File: src/rtl/dds_sweep_gen.sv
// dds_sweep_gen: linear chirp generator driving the DDS accumulator tuning word (single, sawtooth, triangle).
// Latency: step/busy update on the CE edge sampling start; each word is then held for dwell+1 CE cycles.
// Backpressure: none; CE low freezes all state except the done clear. Triangle mode needs DDS_SWEEP_TRIANGLE_EN.
module dds_sweep_gen #(
    parameter int w_step  = 8,
    parameter int w_dwell = 16
) (
    input  logic               CLK,
    input  logic               RESET,
    input  logic               CE,
    input  logic               start,
    input  logic               abort,
    input  logic [w_step-1:0]  f_start,
    input  logic [w_step-1:0]  f_stop,
    input  logic [w_step-1:0]  f_inc,
    input  logic [w_dwell-1:0] dwell,
    input  logic [1:0]         mode,
    output logic [w_step-1:0]  step,
    output logic               busy,
    output logic               done
);
    localparam logic [0:0] ST_IDLE = 1'b0;
    localparam logic [0:0] ST_RUN  = 1'b1;
    localparam logic [w_dwell-1:0] DWELL_ONE = {{(w_dwell-1){1'b0}}, 1'b1};

    logic [0:0]         state;
    logic [w_step-1:0]  cfg_start;
    logic [w_step-1:0]  cfg_stop;
    logic [w_step-1:0]  cfg_inc;
    logic [w_dwell-1:0] cfg_dwell;
    logic [1:0]         cfg_mode;
    logic [w_dwell-1:0] dwell_cnt;
    logic               dir_up;
    logic               tgt_is_stop;
    logic [w_step-1:0]  target;
    logic [w_step-1:0]  nxt_fwd;

    // One extra bit catches carry/borrow so the word saturates at the target instead of wrapping.
    function automatic logic [w_step-1:0] clamp_step(input logic [w_step-1:0] cur,
                                                     input logic [w_step-1:0] inc,
                                                     input logic [w_step-1:0] tgt,
                                                     input logic              up);
        logic [w_step:0]   s;
        logic [w_step-1:0] r;
        if (up) begin
            s = {1'b0, cur} + {1'b0, inc};
            r = (s[w_step] || (s[w_step-1:0] > tgt)) ? tgt : s[w_step-1:0];
        end else begin
            s = {1'b0, cur} - {1'b0, inc};
            r = (s[w_step] || (s[w_step-1:0] < tgt)) ? tgt : s[w_step-1:0];
        end
        return r;
    endfunction

    assign target  = tgt_is_stop ? cfg_stop : cfg_start;
    assign nxt_fwd = clamp_step(step, cfg_inc, target, dir_up);
    assign busy    = (state == ST_RUN);

`ifdef DDS_SWEEP_TRIANGLE_EN
    logic [w_step-1:0] nxt_rev;
    assign nxt_rev = clamp_step(step, cfg_inc, tgt_is_stop ? cfg_start : cfg_stop, ~dir_up);
`endif

    always_ff @(posedge CLK) begin
        if (RESET) begin
            state       <= ST_IDLE;
            step        <= '0;
            done        <= 1'b0;
            dwell_cnt   <= '0;
            dir_up      <= 1'b1;
            tgt_is_stop <= 1'b1;
            cfg_start   <= '0;
            cfg_stop    <= '0;
            cfg_inc     <= '0;
            cfg_dwell   <= '0;
            cfg_mode    <= '0;
        end else begin
            done <= 1'b0;
            if (CE) begin
                if (start) begin
                    cfg_start   <= f_start;
                    cfg_stop    <= f_stop;
                    cfg_inc     <= f_inc;
                    cfg_dwell   <= dwell;
                    cfg_mode    <= mode;
                    step        <= f_start;
                    dwell_cnt   <= dwell;
                    dir_up      <= (f_stop >= f_start);
                    tgt_is_stop <= 1'b1;
                    state       <= ST_RUN;
                end else if (abort) begin
                    state <= ST_IDLE;
                end else if (state == ST_RUN) begin
                    if (dwell_cnt != '0) begin
                        dwell_cnt <= dwell_cnt - DWELL_ONE;
                    end else begin
                        dwell_cnt <= cfg_dwell;
                        if (step != target) begin
                            step <= nxt_fwd;
                        end else begin
                            case (cfg_mode)
`ifdef DDS_SWEEP_TRIANGLE_EN
                                2'd1: step <= cfg_start;
                                // Turn around at the endpoint: the first word of the new leg is emitted immediately.
                                2'd2: begin
                                    dir_up      <= ~dir_up;
                                    tgt_is_stop <= ~tgt_is_stop;
                                    step        <= nxt_rev;
                                end
`else
                                2'd1, 2'd2: step <= cfg_start;
`endif
                                default: begin
                                    state <= ST_IDLE;
                                    done  <= 1'b1;
                                end
                            endcase
                        end
                    end
                end
            end
        end
    end

endmodule

File: config.mk
export PLATFORM = sky130hd
export DESIGN_NAME = dds_sweep_gen
export DESIGN_NICKNAME = d
export VERILOG_FILES = /design/src/rtl/dds_sweep_gen.sv
export SDC_FILE = /design/constraint.sdc
export NUM_CORES = 1
export LEC_CHECK = 0
export ABC_AREA = 0
export CAP_MARGIN = 0
export CORE_UTILIZATION = 50
export DETAILED_ROUTE_END_ITERATION = 10
export GPL_TIMING_DRIVEN = 0
export PLACE_DENSITY_LB_ADDON = 0.15
export SLEW_MARGIN = 15
export SYNTH_ARGS = -nofsm -noshare
export SYNTH_HDL_FRONTEND = slang
export SYNTH_SLANG_ARGS = --single-unit
File: constraint.sdc
create_clock -name CLK -period 3.8 [get_ports CLK]
set_input_delay 0.38 -clock CLK [delete_from_list [all_inputs] [get_ports CLK]]
set_output_delay 0.38 -clock CLK [all_outputs]
set_load 0.02 [all_outputs]
==> reports/results.ini <==
[layout]
layout_common_cells = 111 x nand2_1, 80 x a21oi_1, 65 x dfxtp_1, 62 x nor2_1, 55 x clkdlybuf4s50_1
n_fill_cell = 876
drive_gt1_frac = 0.0953
stdcell_count = 814
diodes = 0
nets = 788
area_growth_pct = 21.8
final_util = 0.626
final_common_cell = nand2_1
final_area_um2 = 5760

[sta]
timing.final.crit_share = 0.953
clock.fmax_mhz = 276
setup_slack_ps = 177
period_minus_slack_ps = 3620
hold_viol_final = 0
skew_ps = 7.73
worst_pin_slew_ps = 652
finalMaxSlewViolations = 0
finalSetupViolations = 0
slew_headroom = 0.564
grt_setup_unrepaired = yes

[placement]
dpl-instance-area_um2 = 5420
port_buffers = 55
dp_cells = 788
place_ws_ps = -314
routabilityCongestion = 0.937
hpwl_um = 10600

[pwr]
power_mw = 2.31
leakage_nw = 2.22
ir_drop_mv = 0.300
power_density_nw_per_um2 = 402

[job]
max_cap_violations = 0

[routing]
vias_per_cell = 5.83
drtIter0Drc = 274
drc = 0
dr.pass1.iters = 5
wl_per_cell_um = 17.0
postRouteAntennaNets = 0
vias = 4748
wirelength_um = 13800

[synth]
synth_nets = 712
synth_edf_count = 0
synth.cell_area_um2 = 4730
ys.flop_type = dfxtp_1
avgSynthCellArea_um2 = 7.60
yosysWarnings = 0
seq_area_frac_synth = 0.292
synth-seq-cells = 69
syn_inst = 622
yosysUniqueCellTypes = 62
synthArstFlopShare = 0

[die]
dieHeight_um = 99.2
std_cell_rows = 35
core_um2 = 9200
dieArea_um2 = 9850
die_w_um = 99.2
start_util = 0.514
ios = 57

[worst_hold_path]
worstHoldPathCells = 2
hp-start = cfg_start[6]
min_to = cfg_start[6]
worstHoldPathType = flip-flop to flip-flop

[global_route]
grt_pass1_vias = 4529
antenna_found_initial = 0
grt_pass1_wl_um = 22600
grt_max_degree = 12
grt_usage = 0.294
grt-ovfl-total = 0

[critical_path]
r2r_cells = 14
crit_required_ps = 4030
crit_type = flip-flop to flip-flop
worst_r2r_endpoint = step[2]
worstPathMaxFanout = 8
cp-end-kind = flip-flop
rrSetupSlack_ps = 180
rr_startpoint = step[3]
startpoint_type = flip-flop
cp_data_arrival_time_ps = 3860

[cts]
clock_latency_ps = 360
cts_buffers = 9
clk_pin_slew_ps = 70
htreeDepth = 3
root_buffer = clkbuf_8
clkSinkCount = 69
cts.path.max_buffers = 2
cts_tree = yes

[run_status]
outcome = completed

==> worst max-delay path: stages, from the launching register on <==
cell,delay (ps)
dfxtp_1,530
ha_1,290
buf_2,170
a221oi_2,240
nor2_1,70
o21bai_1,160
xnor2_1,210
ha_1,310
a211o_1,290
a21boi_2,160
nand3_1,150
a21oi_1,410
mux2_2,390
nand2_1,60
a31oi_1,60
==> how the worst max path moves through the flow <==
stage,from,end,depth (start not counted)
finish,step[3],step[2],14
global route,step[0],step[5],18
CTS,step[0],step[1],17
detailed placement,step[1],step[1],13
global placement,step[1],step[1],13
floorplan,step[0],step[7],17
==> cells in the mapped netlist, types with 3 or more instances <==
cell,n,share of area
nand2_1,111,0.088
a21oi_1,82,0.087
dfxtp_1,69,0.29
nor2_1,62,0.049
ha_1,41,0.11
inv_1,36,0.029
a211oi_1,31,0.049
xnor2_1,23,0.043
clkbuf_1,22,0.017
nor3_1,11,0.012
o21ai_0,11,0.012
buf_2,8,0.0085
xor2_1,7,0.013
nand2b_1,6,0.0079
nand4_1,6,0.0079
nand3_1,5,0.0053
o21a_1,5,0.0079
a21o_1,4,0.0064
a31oi_1,4,0.0053
o211ai_1,4,0.0064
o221ai_1,4,0.0074
or3_1,4,0.0053
a211o_1,3,0.0056
a211oi_2,3,0.0079
a22o_1,3,0.0056
a311oi_1,3,0.0056
buf_1,3,0.0024
mux2_2,3,0.0071
nor3b_1,3,0.0048
o21bai_1,3,0.0048
==> per-stage QoR <==
stage,setup TNS [ps],hold WS [ps]
2_1_floorplan,0,432
5_1_grt,-4.12,478
6_report,0,459
3_5_place_dp,-1500,447
3_3_place_gp,-992,444
4_1_cts,0,458
==> kinds of logic after synthesis <==
logic type               count (synthesis)  synth area share
multiplexers                             5            0.0114
flip-flops                              69             0.292
XOR/XNOR                                30            0.0556
buffers and inverters                   71            0.0617
adder cells (fa/ha/maj)                 43             0.117
AO/OA/AOI/OAI                          179             0.247
AND/OR/NAND/NOR                        225             0.215
==> flip-flops by register name, summed over array words and instances (netlist names) <==
| register | flops |
|---|---|
| cfg_mode | 2 |
| dwell_cnt | 16 |
| cfg_inc | 8 |
| done | 1 |
| cfg_dwell | 16 |
| busy | 1 |
| cfg_stop | 8 |
| step | 8 |
| cfg_start | 8 |
| dir_up | 1 |
==> power breakdown <==
part / switching [mW] / internal (mW)
Clock: 0.284 / 0.319
Combinational: 0.488 / 0.394
Sequential: 0.0615 / 0.767
==> layout make-up <==
type	instances	area (um2)	area share
inverter	36	135	0.0235
tap	111	139	0.0241
clock inverter	4	47.5	0.00826
buffer	35	156	0.0272
timing repair buffer	65	626	0.109
sequential	69	1390	0.241
multi-input combinational	482	3120	0.542
clock buffer	12	145	0.0252
==> routing by layer <==
metal / global-route usage / routed length, um
met1: 0.372 / 5940
met2: 0.497 / 6750
met3: 0.0408 / 694
met4: 0.131 / 430
met5: 0 / 0
==> repair_timing <==
| item | 4_1_cts | 5_1_grt |
|---|---|---|
| buffers inserted | 5 | 5 |
| hold buffers | 0 | 0 |
| pin swaps | 3 | 7 |
| setup endpoints to repair | 8 | 8 |
| gates resized for setup | 8 | 12 |
(Power assumes the default switching activity.)
